--- src/rtl/fifo_ram_param_pkg.sv ---
// Shared constants, types and helpers for the parametrised RAM FIFO.
package fifo_ram_param_pkg;

  // Ceiling log2, usable in constant expressions (returns 0 for n <= 1).
  function automatic int clog2(input int n);
    int r;
    r = 0;
    while ((1 << r) < n) r++;
    return r;
  endfunction

  // Occupancy counter width: one extra bit so DEPTH itself is representable.
  function automatic int count_width(input int depth);
    return clog2(depth) + 1;
  endfunction

  // Bit positions used when the upstream controller packs flags into a status register.
  localparam int FLAG_EMPTY        = 0;
  localparam int FLAG_FULL         = 1;
  localparam int FLAG_ALMOST_EMPTY = 2;
  localparam int FLAG_ALMOST_FULL  = 3;
  localparam int FLAG_OVERFLOW     = 4;
  localparam int FLAG_UNDERFLOW    = 5;
  localparam int FLAG_BITS         = 6;

  // Packed status word; member order matches the FLAG_* positions (empty is bit 0).
  typedef struct packed {
    logic underflow;
    logic overflow;
    logic almost_full;
    logic almost_empty;
    logic full;
    logic empty;
  } status_t;

  // Accepted operation this cycle, encoded as {write_ok, read_ok}.
  typedef enum logic [1:0] {
    OP_IDLE = 2'b00,
    OP_RD   = 2'b01,
    OP_WR   = 2'b10,
    OP_RW   = 2'b11
  } op_e;

endpackage

--- src/rtl/fifo_ram_array.sv ---
// WIDTH x DEPTH register-file store: one synchronous write port and one
// registered read port. The read register is the FIFO's Data_Out.
module fifo_ram_array
  import fifo_ram_param_pkg::*;
#(
  parameter int WIDTH = 8,
  parameter int DEPTH = 32,
  parameter int AW    = clog2(DEPTH)
) (
  input  logic             clk,
  input  logic             rst,
  input  logic             wr_en,
  input  logic [AW-1:0]    wr_addr,
  input  logic [WIDTH-1:0] wr_data,
  input  logic             rd_en,
  input  logic [AW-1:0]    rd_addr,
  output logic [WIDTH-1:0] rd_data
);

  // Storage is deliberately not reset so it maps onto plain register/RAM cells.
  logic [WIDTH-1:0] mem [DEPTH];

  // Write port: store on accepted writes only.
  always_ff @(posedge clk) begin
    if (wr_en) mem[wr_addr] <= wr_data;
  end

  // Read port: old contents are returned when read and write hit the same
  // entry (full + simultaneous access), so there is no write-to-read bypass.
  always_ff @(posedge clk or posedge rst) begin
    if (rst)        rd_data <= '0;
    else if (rd_en) rd_data <= mem[rd_addr];
  end

endmodule

--- src/rtl/fifo_ram_param.sv ---
// Parametrised synchronous FIFO: pointer, occupancy, flag and sticky error
// logic around a fifo_ram_array store.
module fifo_ram_param
  import fifo_ram_param_pkg::*;
#(
  parameter int WIDTH    = 8,
  parameter int DEPTH    = 32,
  parameter int AF_LEVEL = DEPTH - 4,
  parameter int AE_LEVEL = 4
) (
  input  logic                          Clock,
  input  logic                          Reset,
  input  logic                          Write_Enable,
  input  logic [WIDTH-1:0]              Data_In,
  input  logic                          Read_Enable,
  input  logic                          Clear_Errors,
  output logic [WIDTH-1:0]              Data_Out,
  output logic                          Full,
  output logic                          Empty,
  output logic                          Almost_Full,
  output logic                          Almost_Empty,
  output logic [count_width(DEPTH)-1:0] Count,
  output logic                          Overflow,
  output logic                          Underflow
);

  localparam int AW = clog2(DEPTH);
  localparam int CW = count_width(DEPTH);
  localparam logic [CW-1:0] DEPTH_C = CW'(DEPTH);
  localparam logic [CW-1:0] AF_C    = CW'(AF_LEVEL);
  localparam logic [CW-1:0] AE_C    = CW'(AE_LEVEL);

  logic [AW-1:0] wr_ptr, rd_ptr;
  logic          wr_ok, rd_ok, wr_rej, rd_rej;
  op_e           op;
  status_t       st;

  // Flags decode the registered Count directly, so they never lag it.
  always_comb begin
    st              = '0;
    st.empty        = (Count == '0);
    st.full         = (Count == DEPTH_C);
    st.almost_empty = (Count <= AE_C);
    st.almost_full  = (Count >= AF_C);
    st.overflow     = Overflow;
    st.underflow    = Underflow;
  end

  assign Empty        = st.empty;
  assign Full         = st.full;
  assign Almost_Empty = st.almost_empty;
  assign Almost_Full  = st.almost_full;

  // A read frees a slot in the same cycle, so a write into a full FIFO is
  // still accepted when paired with a read.
  assign rd_ok  = Read_Enable && !st.empty;
  assign wr_ok  = Write_Enable && (!st.full || rd_ok);
  assign rd_rej = Read_Enable && st.empty;
  assign wr_rej = Write_Enable && !wr_ok;
  assign op     = op_e'({wr_ok, rd_ok});

  // Pointers advance on accepted accesses and wrap naturally at DEPTH (power of two).
  always_ff @(posedge Clock or posedge Reset) begin
    if (Reset) begin
      wr_ptr <= '0;
      rd_ptr <= '0;
    end else begin
      if (wr_ok) wr_ptr <= wr_ptr + 1'b1;
      if (rd_ok) rd_ptr <= rd_ptr + 1'b1;
    end
  end

  // Occupancy: +1 on write only, -1 on read only; acceptance rules keep it in 0..DEPTH.
  always_ff @(posedge Clock or posedge Reset) begin
    if (Reset) begin
      Count <= '0;
    end else begin
      case (op)
        OP_WR:   Count <= Count + 1'b1;
        OP_RD:   Count <= Count - 1'b1;
        default: Count <= Count;
      endcase
    end
  end

  // Sticky error flags; a new error outranks a simultaneous clear.
  always_ff @(posedge Clock or posedge Reset) begin
    if (Reset) begin
      Overflow  <= 1'b0;
      Underflow <= 1'b0;
    end else begin
      if (wr_rej)            Overflow  <= 1'b1;
      else if (Clear_Errors) Overflow  <= 1'b0;
      if (rd_rej)            Underflow <= 1'b1;
      else if (Clear_Errors) Underflow <= 1'b0;
    end
  end

  fifo_ram_array #(
    .WIDTH (WIDTH),
    .DEPTH (DEPTH),
    .AW    (AW)
  ) u_ram (
    .clk     (Clock),
    .rst     (Reset),
    .wr_en   (wr_ok),
    .wr_addr (wr_ptr),
    .wr_data (Data_In),
    .rd_en   (rd_ok),
    .rd_addr (rd_ptr),
    .rd_data (Data_Out)
  );

endmodule

--- config.mk ---
export PLATFORM = sky130hd
export DESIGN_NAME = fifo_ram_param
export DESIGN_NICKNAME = d
export VERILOG_FILES = /design/src/rtl/fifo_ram_param_pkg.sv /design/src/rtl/fifo_ram_array.sv /design/src/rtl/fifo_ram_param.sv
export SDC_FILE = /design/constraint.sdc
export NUM_CORES = 1
export LEC_CHECK = 0
export ABC_CLOCK_PERIOD_IN_PS = 6650
export CORE_AREA = 3 3 163 165
export DETAILED_ROUTE_END_ITERATION = 10
export DIE_AREA = 0 0 166 168
export SYNTH_ARGS = -nofsm -noshare
export SYNTH_HDL_FRONTEND = slang
export SYNTH_SLANG_ARGS = --single-unit
--- constraint.sdc ---
create_clock -name Clock -period 6.65 [get_ports Clock]
set_input_delay 1.33 -clock Clock [delete_from_list [all_inputs] [get_ports Clock]]
set_output_delay 1.33 -clock Clock [all_outputs]
set_load 0.005 [all_outputs]
==> results by group, run 1 <==
Floorplanning
  • Die Width: about 170 um
  • Die footprint: 27,890 sq um
  • Initial Util: 45.02%
  • Die Y-Extent: 168 um
  • Ports: 33
  • Core Area: 25,180 sq um
  • # rows: 58

Timing
  • RSZ-0062 raised after global routing: no
  • Crit share post-route: between 50% and 60%
  • Worst Max-Slew Pin Slew: ~1.0 ns
  • Total negative slack: 0 ns
  • Fmax: ~280 MHz
  • Slew Viols, Final: 0
  • Min Clock Period, post-route: about 3.6 ns
  • Clk_skew: about 0.019 ns
  • Finish-stage setup viols: 0
  • Slew headroom: between 30 and 40%
  • Final Hold Fails: 0

Drt
  • DR vias/cell: 5.802
  • 1st-iter DRT viols: a little under 700
  • WL final: between 20,000 and 30,000 um
  • Final ANT Viol Nets: 0
  • Via count: ~5,700
  • DRT Pass-1 Iters: 6
  • DRC violations left: 0
  • DR WL/cell: roughly 26 um

Critical path
  • CP Launch Type: register
  • WS Path Type: register to output port
  • Crit-path max FO: 6
  • CP arrival: 2.30 ns
  • Critical path's slowest cell: nor3_1
  • WP data required: between 5 and 6 ns
  • FF-to-FF setup slack: roughly 3.6 ns
  • Endpoint class of the critical path: output port
  • Max stage delay on crit path: ~0.53 ns
  • CP cell instances: nor3_1 -> nand3_1 -> inv_1 -> clkdlybuf4s50_1

Placement
  • Number of port buffers: 32
  • Dpl cells: a little over 900
  • Placed cell areas: between 10,000 and 15,000 sq um
  • Routability congestion estimate: 0.8881
  • DP HPWL: 15,440 um

Layout
  • Ant diodes: 0
  • Nets@finish: between 600 and 700
  • Area growth from synthesis to layout: 13.43%
  • Most common cell after layout, fill and taps aside: edfxtp_1
  • Share of cells above drive strength 1: between 10% and 20%
  • Fill cell count: slightly below 2,000
  • Fin area: about 13,000 sq um
  • Commonest cells after routing, fill and taps aside: 256 x edfxtp_1, 51 x nor2_1, 43 x mux4_2
  • Post-route insts no fill: 984

Global route
  • Number of global-route vias before repair: between 5,000 and 6,000
  • First-pass GRT wire length: just under 40,000 um
  • Total GRT Usage: between 10% and 20%
  • Largest net degree at the start of global routing: 57
  • Gr ovfl total: 0
  • Initial antenna violation count: 0

Power
  • Maximum vdd ir drop: around 0.29 mV
  • Switching power: 1.590 mW
  • Sw Share: ~30%
  • Power per Cell Area: roughly 420 nW/um^2
  • Clock share of power: a little under a third
  • Combinational share of power: ~25%
  • Seq pwr share: between 40% and 50%
  • Cell-internal power: 3.798 mW
  • Static Leakage: ~4.2 nW

Logic synthesis
  • Yosys reg bits: between 200 and 300
  • Synthesized netlist cell count: 596
  • Post-synth ARST share: 9.220%
  • Net count after synthesis: just over 600
  • Synth Area per Inst: between 15 and 20 sq um
  • Mapped cell area: between 10,000 and 15,000 sq um
  • Sequential share of the synthesized area: ~74%
  • Post-synth EDFFs: 256
  • Warning count from the yosys run: 0
  • Main flop type after synthesis: edfxtp_1
  • Yosys cell types: 48

Clock network
  • Clock Tree Buf Depth: 3
  • Clock sink total: around 280
  • CTS tree: built
  • Total CTS buffers: 29
  • Clock transition at path regs: 0.06 ns
  • Post-CTS sizing: 0
  • H-tree Lvls: 1
  • Worst skew pair latency: 0.55 ns
  • Clock root cell: clkbuf_16
  • Hold-fix buffers at CTS: 0
  • Setup Buffers After CTS: 0

Worst hold path
  • Min-Delay Path Class: register to register

Job
  • Max_cap viols: 0

Outcome
  • Run status: finished clean
-- cells by family after synthesis --
| logic type | count (synthesis) | share of synthesized area (%) |
|---|---|---|
| adders and majority gates | 10 | 1.170 |
| buffers and inverters | 42 | 1.943 |
| AOI/OAI and AO/OA | 63 | 4.194 |
| muxes | 84 | 14.02 |
| xor gates and xnor gates | 11 | 0.8500 |
| and+or+nand+nor | 104 | 4.272 |
| DFF | 282 | 73.55 |
-- per-layer routing --
layer	up-vias	track usage, %	routed length, um
met5	-	0	0
met4	0	4.665	577
met3	43	2.301	1355
met2	202	28.65	11840
met1	2980	27.38	11320
li1	2484	-	-
-- path summary, 6_finish.rpt --
path | endpoint | cells past startpoint | startpoint
max in group asynchronous | rd_ptr[0]$_DFFE_PP0P_ | 3 | Reset
hold reg to reg | Overflow$_DFFE_PP0P_ | 1 | Overflow$_DFFE_PP0P_
hold / removal | Overflow$_DFFE_PP0P_ | 1 | Overflow$_DFFE_PP0P_
setup / recovery | Full | 4 | Count[1]$_DFFE_PP0P_
setup reg to reg | Count[5]$_DFFE_PP0P_ | 9 | Count[1]$_DFFE_PP0P_
min in group asynchronous | Count[1]$_DFFE_PP0P_ | 2 | Reset
-- power by group through the flow --
stage          sequential [mW]  combinational [mW]  clock [mW]
2_1_floorplan             2.21                1.11           0
3_3_place_gp              2.42                1.34           0
3_5_place_dp              2.43                1.36           0
4_1_cts                   2.40                1.37        1.67
5_1_grt                   2.43                1.46        1.75
6_report                  2.39                1.36        1.64
-- synth_stat cells (all sizes together) (4+ instances only) --
cell	n	area [sq um]
nand2	23	86.33
mux2	9	105.1
o21ai	7	35.03
nor2	51	191.4
nor3	9	65.06
mux2i	20	200.2
ha	9	112.6
o22ai	8	50.05
nand3	4	20.02
edfxtp	256	7687
xnor2	9	78.83
o32ai	7	61.31
o221ai	7	61.31
dfrtp	26	650.6
mux4	55	1284
a21oi	7	35.03
inv	11	41.29
buf	20	136.4
clkbuf	11	42.54
a22oi	14	105.1
-- critical path: cells and delay by family (launching register included) --
kind	cells	cell delay, ns
buf+inv	2	0.63
flops	1	0.45
simple gates	2	0.67
-- stage by stage --
step | total power, mW | hold WS, ns | util, % | setup slack, ns
after floorplan | 3.320 | 0.4872 | - | 3.502
after CTS | 5.437 | 0.5056 | 51.06 | 3.006
after global placement | 3.761 | 0.4901 | 47.20 | 2.612
final | 5.388 | 0.4960 | 51.06 | 3.025
after global routing | 5.636 | 0.5411 | 51.06 | 2.812
after detailed placement | 3.792 | 0.4925 | 47.20 | 2.462
-- sequential cells by signal, summed over array words and instances (netlist names) --
signal         flops
Count              6
rd_ptr             5
Underflow          1
Overflow           1
wr_ptr             5
u_ram.rd_data      8
u_ram.mem        256
-- area by class of cell --
class                           count  area, sq um  share of cell area (%)
Inverter                           11        41.29                  0.3211
Tap cell                          330        412.9                   3.211
Multi-Input combinational cell    272         2778                   21.60
Sequential cell                   282         8343                   64.88
Clock inverter                     16        207.7                   1.615
Clock buffer                       37        765.7                   5.955
Timing Repair Buffer               36        310.3                   2.413
Note: power is estimated with default switching activity, not from simulation.
==> run 2: changes to the inputs <==
- ABC_CLOCK_PERIOD_IN_PS: 6650 -> 3770
- clock period: 6.65 -> 3.77 ns (I/O delays scaled with it)
==> results by group, run 2 (synthesis gave the netlist of run 1 again) <==
Timing
  • Clk_skew: 0.01510 ns (-0.003492 ns)
  • Min Hold Slack: 0.5253 ns (+0.02923 ns)
  • Total negative slack: 0 ns (unchanged)
  • RSZ-0062 raised after global routing: no
  • Worst Max-Slew Pin Slew: 0.7420 ns (-0.2917 ns)
  • Finish-stage setup viols: 0 (unchanged)
  • Crit share post-route: roughly four fifths
  • Final Hold Fails: 0 (unchanged)
  • Slew Viols, Final: 0 (unchanged)
  • Fmax: between 300 and 400 MHz
  • Slew headroom: 50.35% (+19 points)
  • Min Clock Period, post-route: between 3 and 4 ns

Global route
  • Total GRT Usage: 16.70% (-1.5 points)
  • Initial antenna violation count: 0 (unchanged)
  • Number of global-route vias before repair: 6,014 (+3.3%)
  • Gr ovfl total: 0 (unchanged)
  • First-pass GRT wire length: 36,120 um (-6.2%)
  • Largest net degree at the start of global routing: 33 (-42%)

Layout
  • Util after Layout: 52.74% (+1.7 points)
  • Largest reg by FF count: u_ram.mem
  • Area growth from synthesis to layout: 17.16%
  • Commonest cells after routing, fill and taps aside: 256 x edfxtp_1, 51 x nor2_1, 45 x buf_4
  • Number of flip-flops in the largest register: 256 (unchanged)
  • Registers with the most flip-flops: u_ram.mem x256, u_ram.rd_data x8, Count x6
  • Most common cell after layout, fill and taps aside: edfxtp_1
  • Nets@finish: 697 (+6.4%)
  • Ant diodes: 0 (unchanged)
  • Sequential cell area: 8343 sq um (unchanged)
  • Fill cell count: 1,951 (-0.051%)
  • Post-route insts no fill: 1,027 (+4.4%)
  • Multi-input logic area: 2778 sq um (unchanged)
  • Fin area: 13,280 sq um (+3.3%)
  • Share of cells above drive strength 1: 22.81% (+4.8 points)

Worst hold path
  • Min-Delay Path Class: register to register

Drt
  • DR vias/cell: 5.494 (-5.3%)
  • DRT Pass-1 Iters: 5 (-1)
  • WL final: 22,890 um (-8.8%)
  • DR WL/cell: 22.29 um (-13%)
  • Final ANT Viol Nets: 0 (unchanged)
  • DRC violations left: 0 (unchanged)
  • Via count: 5,642 (-1.2%)
  • 1st-iter DRT viols: 627 (-8.6%)

Outcome
  • Run status: finished clean

Critical path
  • Crit-path max FO: 6 (unchanged)
  • CP arrival: 2.25 ns (-0.05 ns)
  • Endpoint class of the critical path: output port
  • WP data required: 3.02 ns (-2.30 ns)
  • FF-to-FF setup slack: 1.16 ns (-2.40 ns)
  • CP Launch Type: register
  • CP cell instances: nor3_1 -> and2_1 -> clkdlybuf4s50_1
  • Max stage delay on crit path: 0.53 ns (about the same)
  • Critical path's slowest cell: nor3_1
  • WS Path Type: register to output port

Floorplanning
  • Initial Util: 45.02% (unchanged)
  • Core Area: 25,180 sq um (unchanged)
  • Die footprint: 27,890 sq um (unchanged)
  • Die Y-Extent: 168 um (unchanged)
  • Ports: 33 (unchanged)
  • # rows: 58 (unchanged)
  • Die Width: 166 um (unchanged)

Clock network
  • Setup Buffers After CTS: 0 (unchanged)
  • Total CTS buffers: 29 (unchanged)
  • CTS tree: built
  • Clock sink total: 282 (unchanged)
  • Post-CTS sizing: 0 (unchanged)
  • Clock transition at path regs: 0.06 ns (about the same)
  • Clock Tree Buf Depth: 3 (unchanged)
  • Clock root cell: clkbuf_16
  • Worst skew pair latency: 0.54 ns (about the same)
  • Hold-fix buffers at CTS: 0 (unchanged)
  • H-tree Lvls: 1 (unchanged)

Placement
  • DP HPWL: 14,460 um (-6.4%)
  • Routability congestion estimate: 0.8177 (-7.9%)
  • Number of port buffers: 32 (unchanged)
  • Placed cell areas: 12,250 sq um (+3.1%)
  • Dpl cells: 973 (+4.5%)

Power
  • Maximum vdd ir drop: 0.4616 mV (+61%)
  • Static Leakage: 4.458 nW (+5.9%)
  • Power per Cell Area: 727.1 nW/um^2 (+74%)

Job
  • Max_cap viols: 0 (unchanged)
run 2: worst max-delay path, delay by kind of cell, from the launching register on:
family                 cells  cell delay (ns)
and+or+nand+nor            2             0.76
DFF                        1             0.45
buffers and inverters      1             0.51
run 2: cell type report:
class / count / share of cell area (%)
clock inverters: 19 / 2.035
multi-input cells: 272 / 20.91
well taps: 330 / 3.109
repair buffers: 78 / 5.106
flip-flops and latches: 282 / 62.82
inverters: 11 / 0.3109
clock buffers: 35 / 5.709
run 2: through the flow:
stage	total power, mW	setup WS [ns]
after floorplan	5.856	1.198
after global placement	6.705	0.7489
after detailed placement	6.742	0.6321
after CTS	9.771	0.7435
after global routing	10.14	0.5922
final	9.657	0.7611
run 2: worst paths after layout:
| check | from | end | depth (start not counted) |
|---|---|---|---|
| setup / recovery | Count[0]$_DFFE_PP0P_ | Empty | 3 |
| hold / removal | Underflow$_DFFE_PP0P_ | Underflow$_DFFE_PP0P_ | 1 |
| setup reg to reg | Count[0]$_DFFE_PP0P_ | Count[5]$_DFFE_PP0P_ | 9 |
| hold reg to reg | Underflow$_DFFE_PP0P_ | Underflow$_DFFE_PP0P_ | 1 |
| max in group asynchronous | Reset | rd_ptr[0]$_DFFE_PP0P_ | 3 |
| min in group asynchronous | Reset | Count[3]$_DFFE_PP0P_ | 3 |
run 2: per-layer routing:
metal	up-vias	share of wire (%)	wire, um	track usage (%)
met5	-	0	0	0
met4	0	2.1	486	4.159
met3	44	4.6	1046	2.559
met2	127	50	11440	28.33
met1	2903	43	9919	23.03
li1	2568	-	-	-
run 2: power breakdown:
group	switching, mW	internal (mW)	total, mW
Combinational	1.21	1.30	2.51
Sequential	0.417	3.71	4.13
Clock	1.16	1.85	3.01
Total	2.79	6.87	9.66
==> run 3: changes to the inputs <==
- ABC_CLOCK_PERIOD_IN_PS: 3770 -> 3000
- clock period: 3.77 -> 3 ns (I/O delays scaled with it)
==> results by group, run 3 (synthesis gave the netlist of run 1 again) <==
Power
  • Power per Cell Area: 898.0 nW/um^2 (+23%)
  • Tot Pwr: 11.92 mW (+23%)
  • Maximum vdd ir drop: 0.5164 mV (+12%)
  • Static Leakage: 4.467 nW (+0.19%)

Clock network
  • Total CTS buffers: 28 (-3.4%)
  • Clock root cell: clkbuf_16
  • Clock Tree Buf Depth: 3 (unchanged)
  • Worst skew pair latency: 0.54 ns (about the same)
  • Hold-fix buffers at CTS: 0 (unchanged)
  • Clock transition at path regs: 0.06 ns (about the same)
  • CTS tree: built
  • Post-CTS sizing: 0 (unchanged)
  • H-tree Lvls: 1 (unchanged)
  • Clock sink total: 282 (unchanged)
  • Setup Buffers After CTS: 0 (unchanged)

Timing
  • Total negative slack: 0 ns (unchanged)
  • Finish-stage setup viols: 0 (unchanged)
  • Fmax: 376.1 MHz
  • Min Clock Period, post-route: 2.659 ns
  • Clk_skew: 0.01613 ns (+0.001027 ns)
  • Final Hold Fails: 0 (unchanged)
  • Worst Max-Slew Pin Slew: 0.8941 ns (+0.1521 ns)
  • Slew Viols, Final: 0 (unchanged)
  • RSZ-0062 raised after global routing: no
  • Min Hold Slack: 0.3674 ns (-0.1579 ns)
  • Slew headroom: 40.39% (-10 points)
  • Crit share post-route: 88.63%

Drt
  • WL final: 23,480 um (+2.6%)
  • DRT Pass-1 Iters: 5 (unchanged)
  • Highest metal used: met4
  • DR WL/cell: 22.73 um (+2.0%)
  • DR vias/cell: 5.577 (+1.5%)
  • Via count: 5,761 (+2.1%)
  • DRC violations left: 0 (unchanged)
  • Met2 Wirelength: 11,790 um (+3.1%)
  • Final ANT Viol Nets: 0 (unchanged)
  • Met1 wire length: 10,160 um (+2.4%)
  • WL met3: 827 um (-21%)
  • 1st-iter DRT viols: 444 (-29%)

Layout
  • Number of flip-flops in the largest register: 256 (unchanged)
  • Commonest cells after routing, fill and taps aside: 256 x edfxtp_1, 52 x buf_4, 51 x nor2_1
  • Registers with the most flip-flops: u_ram.mem x256, u_ram.rd_data x8, Count x6
  • Most common cell after layout, fill and taps aside: edfxtp_1
  • Largest reg by FF count: u_ram.mem
  • Area growth from synthesis to layout: 17.08% (about the same)
  • Ant diodes: 0 (unchanged)
  • Nets@finish: 705 (+1.1%)
  • Share of cells above drive strength 1: 23.04% (+0.23 points)

Critical path
  • WP data required: 2.40 ns (-0.62 ns)
  • Reg-to-Reg Start: Count[2]$_DFFE_PP0P_
  • Critical path's slowest cell: clkdlybuf4s50_1
  • CP delay by family, top: simple AND/OR/NAND/NOR gates
  • CP cell instances: nor3_1 -> and2_1 -> clkdlybuf4s50_1
  • WS Path Type: register to output port
  • Crit-path max FO: 7 (+1)
  • CP arrival: 2.06 ns (-0.19 ns)
  • Endpoint class of the critical path: output port
  • CP Launch Type: register
  • Max stage delay on crit path: 0.51 ns (-0.02 ns)
  • Critical path launch point: Count[5]$_DFFE_PP0P_
  • Buffers plus inverters on the worst setup path: 1 (unchanged)

Global route
  • Largest net degree at the start of global routing: 34 (+3.0%)
  • Gr ovfl total: 0 (unchanged)
  • Number of global-route vias before repair: 6,021 (+0.12%)
  • Total GRT Usage: 16.83% (+0.14 points)
  • Initial antenna violation count: 0 (unchanged)
  • First-pass GRT wire length: 36,310 um (+0.51%)

Floorplanning
  • # rows: 58 (unchanged)
  • Ports: 33 (unchanged)
  • Die footprint: 27,890 sq um (unchanged)
  • Core Area: 25,180 sq um (unchanged)
  • Initial Util: 45.02% (unchanged)
  • Die Width: 166 um (unchanged)
  • Die Y-Extent: 168 um (unchanged)

Worst hold path
  • Min-Delay Path Class: input port to async pin

Placement
  • DP HPWL: 14,960 um (+3.5%)
  • Number of port buffers: 32 (unchanged)
  • Routability congestion estimate: 0.8005 (-2.1%)

Job
  • Max_cap viols: 0 (unchanged)

Outcome
  • Run status: finished clean
run 3: cell count changes in the layout (fill, tap and decap cells not counted):
cell	change
inv_6	-1
buf_4	+7
clkinv_4	-3
clkinv_1	+3
bufinv_16	-3
buf_12	+2
inv_8	+1
run 3: per-layer routing:
metal	track usage, %	vias to the layer above
met5	0	-
li1	-	2588
met4	4.955	0
met3	2.512	52
met1	22.79	2988
met2	28.70	133
run 3: cell type report:
class | count | area (sq um)
Timing Repair Buffer | 87 | 770.7
Clock inverter | 16 | 167.7
Sequential cell | 282 | 8343
Inverter | 11 | 41.29
Multi-Input combinational cell | 272 | 2778
Tap cell | 330 | 412.9
Fill cell | 1990 | 11910
Clock buffer | 35 | 758.2
run 3: final timing paths:
kind / to / slack [ns] / cells after the start
setup / recovery: Empty / 0.34 / 3
hold / removal: Underflow$_DFFE_PP0P_ / 0.37 / 2
setup reg to reg: Count[5]$_DFFE_PP0P_ / 0.42 / 10
hold reg to reg: Overflow$_DFFE_PP0P_ / 0.51 / 1
max in group asynchronous: wr_ptr[0]$_DFFE_PP0P_ / 2.02 / 3
min in group Clock: Overflow$_DFFE_PP0P_ / 0.51 / 1
run 3: per-stage QoR:
stage | worst slack (ns) | cells | instance area (sq um) | util [%]
floorplan | 0.5266 | 596 | 11340 | -
global placement | 0.1532 | 982 | 12350 | 49.03
detailed placement | 0.02606 | 982 | 12350 | 49.03
CTS | 0.3205 | 1033 | 13270 | 52.70
global route | 0.2146 | 1033 | 13270 | 52.70
finish | 0.3411 | 1033 | 13270 | 52.70
run 3: worst reg2reg max path, stage by stage (launching register included):
cell and delay, ns:
dfrtp_1 0.47, nor3_1 0.08, buf_4 0.16, a21o_1 0.16, nor2_1 0.32, ha_1 0.36, o21ai_0 0.24, o21bai_1 0.11
a21oi_1 0.20, mux2i_1 0.25, xnor2_1 0.14
run 3: report_power, final:
part / leakage [nW] / total, mW / internal, mW / switching, mW
clock: 0.445 / 3.45 / 2.05 / 1.40
sequential: 2.61 / 5.20 / 4.67 / 0.537
combinational: 1.41 / 3.26 / 1.68 / 1.58
total: 4.47 / 11.9 / 8.40 / 3.52
